[src/rtl/bt656_line_extractor_if.sv]
// Byte-stream in / line-FIFO write port and status bundle for the BT.656 line extractor.
// master = extractor side, slave = stream source / FIFO / status observer.
interface bt656_line_extractor_if #(
  parameter int unsigned LINE_NUM_WIDTH = 10
);
  logic [7:0]                data_in;
  logic                      full;
  logic [7:0]                data_out;
  logic                      write;
  logic                      field;
  logic                      vblank;
  logic [LINE_NUM_WIDTH-1:0] line_num;
  logic                      line_start;
  logic                      sync_err;
  logic                      short_line;
  logic                      overflow;

  modport master (
    input  data_in, full,
    output data_out, write, field, vblank, line_num,
           line_start, sync_err, short_line, overflow
  );

  modport slave (
    output data_in, full,
    input  data_out, write, field, vblank, line_num,
           line_start, sync_err, short_line, overflow
  );
endinterface

[src/rtl/bt656_line_extractor.sv]
// Parses a BT.656 byte stream, validates XY headers and forwards one line of
// active-video bytes per active SAV to the line FIFO write port.
module bt656_line_extractor #(
  parameter int unsigned LINE_BYTES     = 1440,
  parameter int unsigned LINE_NUM_WIDTH = 10
) (
  input logic                    clock,
  input logic                    reset,
  bt656_line_extractor_if.master bus
);

  localparam int unsigned CNT_W = (LINE_BYTES > 1) ? $clog2(LINE_BYTES) : 1;
  localparam logic [CNT_W-1:0] LAST_BYTE = CNT_W'(LINE_BYTES - 1);

  typedef enum logic [2:0] {
    SEARCH,
    HDR1,
    HDR2,
    HDR3,
    ACTIVE
  } state_e;

  state_e                    state_q, state_d;
  logic [LINE_NUM_WIDTH-1:0] next_line_q, next_line_d;
  logic [LINE_NUM_WIDTH-1:0] line_num_q, line_num_d;
  logic [CNT_W-1:0]          byte_cnt_q, byte_cnt_d;
  logic [7:0]                data_out_q, data_out_d;
  logic                      write_q, write_d;
  logic                      field_q, field_d;
  logic                      vblank_q, vblank_d;
  logic                      line_start_q, line_start_d;
  logic                      sync_err_q, sync_err_d;
  logic                      short_line_q, short_line_d;
  logic                      overflow_q, overflow_d;

  logic is_ff_c, is_00_c;
  logic xy_f_c, xy_v_c, xy_h_c, xy_ok_c;

  // XY = {1, F, V, H, P3, P2, P1, P0}; protection bits must match F/V/H
  always_comb begin
    is_ff_c = (bus.data_in == 8'hFF);
    is_00_c = (bus.data_in == 8'h00);
    xy_f_c  = bus.data_in[6];
    xy_v_c  = bus.data_in[5];
    xy_h_c  = bus.data_in[4];
    xy_ok_c = bus.data_in[7]
            & (bus.data_in[3] == (xy_v_c ^ xy_h_c))
            & (bus.data_in[2] == (xy_f_c ^ xy_h_c))
            & (bus.data_in[1] == (xy_f_c ^ xy_v_c))
            & (bus.data_in[0] == (xy_f_c ^ xy_v_c ^ xy_h_c));
  end

  always_comb begin
    state_d      = state_q;
    next_line_d  = next_line_q;
    line_num_d   = line_num_q;
    byte_cnt_d   = byte_cnt_q;
    data_out_d   = data_out_q;
    field_d      = field_q;
    vblank_d     = vblank_q;
    overflow_d   = overflow_q;
    write_d      = 1'b0;
    line_start_d = 1'b0;
    sync_err_d   = 1'b0;
    short_line_d = 1'b0;

    case (state_q)
      SEARCH: begin
        if (is_ff_c) state_d = HDR1;
      end
      HDR1: begin
        if (is_00_c)      state_d = HDR2;
        else if (is_ff_c) state_d = HDR1;
        else              state_d = SEARCH;
      end
      HDR2: begin
        if (is_00_c)      state_d = HDR3;
        else if (is_ff_c) state_d = HDR1;
        else              state_d = SEARCH;
      end
      HDR3: begin
        state_d = SEARCH;
        if (!xy_ok_c) begin
          sync_err_d = 1'b1;
        end else begin
          field_d  = xy_f_c;
          vblank_d = xy_v_c;
          if (xy_v_c) next_line_d = '0;
          if (!xy_h_c && !xy_v_c) begin
            line_num_d  = next_line_q;
            next_line_d = next_line_q + LINE_NUM_WIDTH'(1);
            byte_cnt_d  = '0;
            state_d     = ACTIVE;
          end
        end
      end
      ACTIVE: begin
        // An FF inside the line means a new header arrived before the line finished
        if (is_ff_c) begin
          short_line_d = 1'b1;
          state_d      = HDR1;
        end else begin
          data_out_d   = bus.data_in;
          line_start_d = (byte_cnt_q == '0);
          if (bus.full) overflow_d = 1'b1;
          else          write_d    = 1'b1;
          byte_cnt_d = byte_cnt_q + CNT_W'(1);
          if (byte_cnt_q == LAST_BYTE) state_d = SEARCH;
        end
      end
      default: state_d = SEARCH;
    endcase
  end

  always_ff @(posedge clock) begin
    if (reset) begin
      state_q      <= SEARCH;
      next_line_q  <= '0;
      line_num_q   <= '0;
      byte_cnt_q   <= '0;
      data_out_q   <= '0;
      write_q      <= 1'b0;
      field_q      <= 1'b0;
      vblank_q     <= 1'b1;
      line_start_q <= 1'b0;
      sync_err_q   <= 1'b0;
      short_line_q <= 1'b0;
      overflow_q   <= 1'b0;
    end else begin
      state_q      <= state_d;
      next_line_q  <= next_line_d;
      line_num_q   <= line_num_d;
      byte_cnt_q   <= byte_cnt_d;
      data_out_q   <= data_out_d;
      write_q      <= write_d;
      field_q      <= field_d;
      vblank_q     <= vblank_d;
      line_start_q <= line_start_d;
      sync_err_q   <= sync_err_d;
      short_line_q <= short_line_d;
      overflow_q   <= overflow_d;
    end
  end

  assign bus.data_out   = data_out_q;
  assign bus.write      = write_q;
  assign bus.field      = field_q;
  assign bus.vblank     = vblank_q;
  assign bus.line_num   = line_num_q;
  assign bus.line_start = line_start_q;
  assign bus.sync_err   = sync_err_q;
  assign bus.short_line = short_line_q;
  assign bus.overflow   = overflow_q;

endmodule

[src/flat_wrapper.sv]
// flat-port wrapper written by rule: the top's interface ports become plain ports
module bt656_line_extractor_flat 
#(
  parameter int unsigned LINE_BYTES     = 1440,
  parameter int unsigned LINE_NUM_WIDTH = 10
)
  (clock, reset, bus_data_in, bus_full, bus_data_out, bus_write, bus_field, bus_vblank, bus_line_num, bus_line_start, bus_sync_err, bus_short_line, bus_overflow);
  bt656_line_extractor_if #(.LINE_NUM_WIDTH(LINE_NUM_WIDTH)) bus_i ();
  input logic clock;
  input logic reset;
  input wire logic [$bits(bus_i.data_in)-1:0] bus_data_in;
  input wire logic [$bits(bus_i.full)-1:0] bus_full;
  output wire logic [$bits(bus_i.data_out)-1:0] bus_data_out;
  output wire logic [$bits(bus_i.write)-1:0] bus_write;
  output wire logic [$bits(bus_i.field)-1:0] bus_field;
  output wire logic [$bits(bus_i.vblank)-1:0] bus_vblank;
  output wire logic [$bits(bus_i.line_num)-1:0] bus_line_num;
  output wire logic [$bits(bus_i.line_start)-1:0] bus_line_start;
  output wire logic [$bits(bus_i.sync_err)-1:0] bus_sync_err;
  output wire logic [$bits(bus_i.short_line)-1:0] bus_short_line;
  output wire logic [$bits(bus_i.overflow)-1:0] bus_overflow;
  assign bus_i.data_in = bus_data_in;
  assign bus_i.full = bus_full;
  assign bus_data_out = bus_i.data_out;
  assign bus_write = bus_i.write;
  assign bus_field = bus_i.field;
  assign bus_vblank = bus_i.vblank;
  assign bus_line_num = bus_i.line_num;
  assign bus_line_start = bus_i.line_start;
  assign bus_sync_err = bus_i.sync_err;
  assign bus_short_line = bus_i.short_line;
  assign bus_overflow = bus_i.overflow;
  bt656_line_extractor #(.LINE_BYTES(LINE_BYTES), .LINE_NUM_WIDTH(LINE_NUM_WIDTH)) u_core (.clock(clock), .reset(reset), .bus(bus_i));
endmodule
[config.mk]
export PLATFORM = sky130hd
export DESIGN_NAME = bt656_line_extractor_flat
export DESIGN_NICKNAME = d
export VERILOG_FILES = /design/src/rtl/bt656_line_extractor_if.sv /design/src/rtl/bt656_line_extractor.sv /design/src/flat_wrapper.sv
export SDC_FILE = /design/constraint.sdc
export NUM_CORES = 1
export LEC_CHECK = 0
export CAP_MARGIN = 20
export CORE_MARGIN = 4
export CORE_UTILIZATION = 40
export DETAILED_ROUTE_END_ITERATION = 8
export HOLD_SLACK_MARGIN = 0.02
export PLACE_DENSITY = 0.69
export SLEW_MARGIN = 15
export SYNTH_ARGS = -nofsm -noshare
export SYNTH_HDL_FRONTEND = slang
export SYNTH_SLANG_ARGS = --single-unit
[constraint.sdc]
create_clock -name clock -period 1.9 [get_ports clock]
set_input_delay 0.38 -clock clock [delete_from_list [all_inputs] [get_ports clock]]
set_output_delay 0.38 -clock clock [all_outputs]
set_load 0.01 [all_outputs]
==> impl_metrics.py <==
metrics = {
    "outcome": {
        "status": "finished, violations left",
        "violations": "negative setup slack",
    },
    "logic_synthesis": {
        "synthesis.area_um2": 2400,
        "netlist_instances": 282,
        "avgSynthCellArea_um2": 8.51,
        "synth_top_area_cell": "dfxtp_1",
        "synth_edf_count": 0,
        "synth-seq-area-share_pct": 40.9,
        "async_flop_share_pct": 0,
        "syn_nets": 299,
        "synth.ff_latch_count": 49,
        "synth_top_area_share_pct": 40.9,
        "ys_warn_count": 0,
        "synth_ff_type": "dfxtp_1",
        "synthTopCellsByArea": "dfxtp_1 (41%), a21oi_1 (7.7%), mux2i_1 (4.6%)",
        "yosysUniqueCellTypes": 44,
    },
    "placement": {
        "post-dp-hpwl_um": 4330,
        "dp.cells": 415,
        "routabilityCongestion": 0.855,
        "port-buffer-count": 35,
    },
    "cells_and_area": {
        "stdcell_count": 428,
        "n_antenna_cell": 0,
        "drive_above_1_share_pct": 23.3,
        "final_cell_mix": "dfxtp_1 (46), buf_4 (43), a21oi_1 (34)",
        "nNetsFinal": 372,
        "synthToLayoutAreaGrowth_pct": 40.1,
        "mostFrequentLayoutCell": "dfxtp_1",
    },
    "cts": {
        "ctsHoldBuffers": 0,
        "cts_sinks": 49,
        "clk_latency_ps": 310,
        "cts_tree": "done",
        "cts.htree.levels": 2,
        "clk_pin_slew_ps": 90,
        "clockBufferDepth": 2,
        "root_buffer": "clkbuf_8",
        "cts_buffers": 5,
    },
    "power": {
        "power.switching_uw": 452,
        "intPower_mw": 1.63,
        "power_per_cell_area_nw_per_um2": 619,
        "switching_share_pct": 21.7,
        "power_frac_comb_pct": 7.9,
        "max-vdd-ir-drop_v": 0.000428,
        "p_clk_share_pct": 42.9,
        "power_mw": 2.08,
        "p_leak_nw": 1.30,
        "power_frac_seq_pct": 49.2,
    },
    "sta": {
        "setup_viol": 1,
        "final-hold-violation-count": 0,
        "finalSetupTns_ps": -11.1,
        "fin_crit_ps": 1910,
        "drv_slew": 0,
        "finClkSkew_ps": 10.3,
        "timing.final.crit_share_pct": 101,
        "fin_ws_ps": -11.1,
        "fmax_ghz": 0.523,
        "max_slew_margin_pct": 67.4,
        "worst_pin_slew_ps": 488,
        "rsz0062_at_grt": "true",
        "hold_slack_ps": 434,
    },
    "flow_run": {
        "cap_violations": 0,
    },
    "setup_path": {
        "crit_required_ps": 2150,
        "end_kind": "register",
        "crit_chain": "buf_8 -> xor3_2 -> nor4_4 -> buf_4 -> o211ai_4 -> or4_4 -> a21oi_2",
        "critPathSlowestCell": "or4_4",
        "worst_ep_arrival_time_ps": 2160,
        "reg2reg_depth": 6,
        "startpoint_type": "input pin",
        "cp_max_fo": 5,
        "path_class": "in2reg",
        "cp_slowest_stage_delay_ps": 530,
    },
    "floorplan": {
        "start_util_pct": 42.3,
        "ios": 36,
        "die_w_um": 85.5,
        "die-area_um2": 7310,
        "rows": 27,
        "die_y_um": 85.5,
        "coreArea_um2": 5680,
    },
    "routing": {
        "drt_iter0_markers": 120,
        "routed_wl_um": 6380,
        "dr.pass1.iters": 4,
        "antenna_left": 0,
        "vias_per_cell": 5.58,
        "drc": 0,
        "vias": 2389,
        "wl_per_cell_um": 14.9,
    },
    "global_routing": {
        "grtUsageTotal_pct": 18.4,
        "antenna_found_initial": 0,
        "grt-ovfl-total": 0,
        "grt_pass1_wl_um": 11100,
        "grt_max_degree": 30,
        "grt_pass1_vias": 2368,
    },
    "hold_path": {
        "hold_class": "in2reg",
        "hold_path_depth": 4,
    },
}
==> cell usage after synthesis (all sizes together), types with 2 or more instances <==
library cell,instances
a211oi,10
a21oi,37
a22oi,2
a311oi,2
a31oi,3
and2,2
and3,2
and4,6
clkbuf,12
dfxtp,49
ha,6
inv,7
mux2,2
mux2i,11
nand2,29
nand2b,3
nand3,9
nand3b,2
nand4,3
nor2,22
nor3,8
nor4,5
nor4b,2
o21a,2
o21ai,13
o31ai,4
or3,5
or3b,3
or4,5
xnor2,2
xor2,3
==> worst max-delay path: cells and delay by family <==
family | cells | cell delay, ps
xor+xnor | 1 | 460
simple gates | 2 | 850
compound gates | 2 | 220
buf+inv | 2 | 250
==> sequential cells by signal (all words and copies together) (netlist names) <==
signal / count
u_core.byte_cnt_q: 11
u_core.bus.line_num: 10
u_core.next_line_q: 10
u_core.bus.data_out: 8
u_core.state_q: 3
u_core.bus.field: 1
u_core.bus.line_start: 1
u_core.bus.overflow: 1
u_core.bus.short_line: 1
u_core.bus.sync_err: 1
u_core.bus.vblank: 1
u_core.bus.write: 1
==> power groups by stage <==
stage / clock network [mW] / logic [mW] / registers [mW]
after floorplan: 0 / 0.0625 / 1.05
after global placement: 0 / 0.135 / 1.05
after detailed placement: 0 / 0.137 / 1.05
after CTS: 0.916 / 0.155 / 1.03
after global routing: 0.962 / 0.178 / 1.03
final: 0.894 / 0.164 / 1.03
==> path summary, 6_finish.rpt <==
path / start / end / slack (ps)
setup reg to reg: u_core.state_q[2]$_SDFFE_PP0P_ / u_core.next_line_q[8]$_SDFFE_PP0P_ / 40
setup / recovery: bus_data_in[4] / u_core.next_line_q[8]$_SDFFE_PP0P_ / -10
hold reg to reg: u_core.bus.data_out[5]$_SDFFE_PP0P_ / u_core.bus.data_out[5]$_SDFFE_PP0P_ / 470
hold / removal: bus_data_in[4] / u_core.bus.data_out[4]$_SDFFE_PP0P_ / 430
==> kinds of logic after synthesis <==
| logic type | synth area share [%] |
|---|---|
| simple gates | 24.7 |
| compound gates | 19.8 |
| flops | 40.9 |
| buf+inv | 3.18 |
| mux | 5.52 |
| xor+xnor | 2.81 |
| fa+ha+maj | 3.13 |
==> timing repair <==
item                       4_1_cts  5_1_grt
setup endpoints to repair       37       19
cloned                           1        0
gates resized for setup         33       15
setup buffers                    4        0
pin swaps                        6        8
==> metal layers <==
layer	up-vias	wire, um	share of wire [%]	global-route usage [%]
li1	1191	-	-	-
met2	63	2930	46	29.7
met4	0	142	2.2	8.06
met5	-	0	0	0
met1	1124	3050	48	24.1
met3	11	257	4.0	3.11
==> metrics by stage <==
stage	setup WS, ps	instance area [um^2]	util [%]
floorplan	-26.3	2400	-
global placement	-672	3080	54.3
detailed placement	-699	3080	54.3
CTS	1.27	3320	58.6
global route	-76.9	3360	59.3
finish	-11.1	3360	59.3
==> final cells by class <==
cell class                 count  area (um^2)
timing repair buffer          78          673
clock inverter                 3         68.8
fill                         521         2310
clock buffer                   5         68.8
sequential                    49          985
inverter                       7         26.3
tap                           72         90.1
multi-input combinational    214         1450
(Power assumes the default switching activity.)
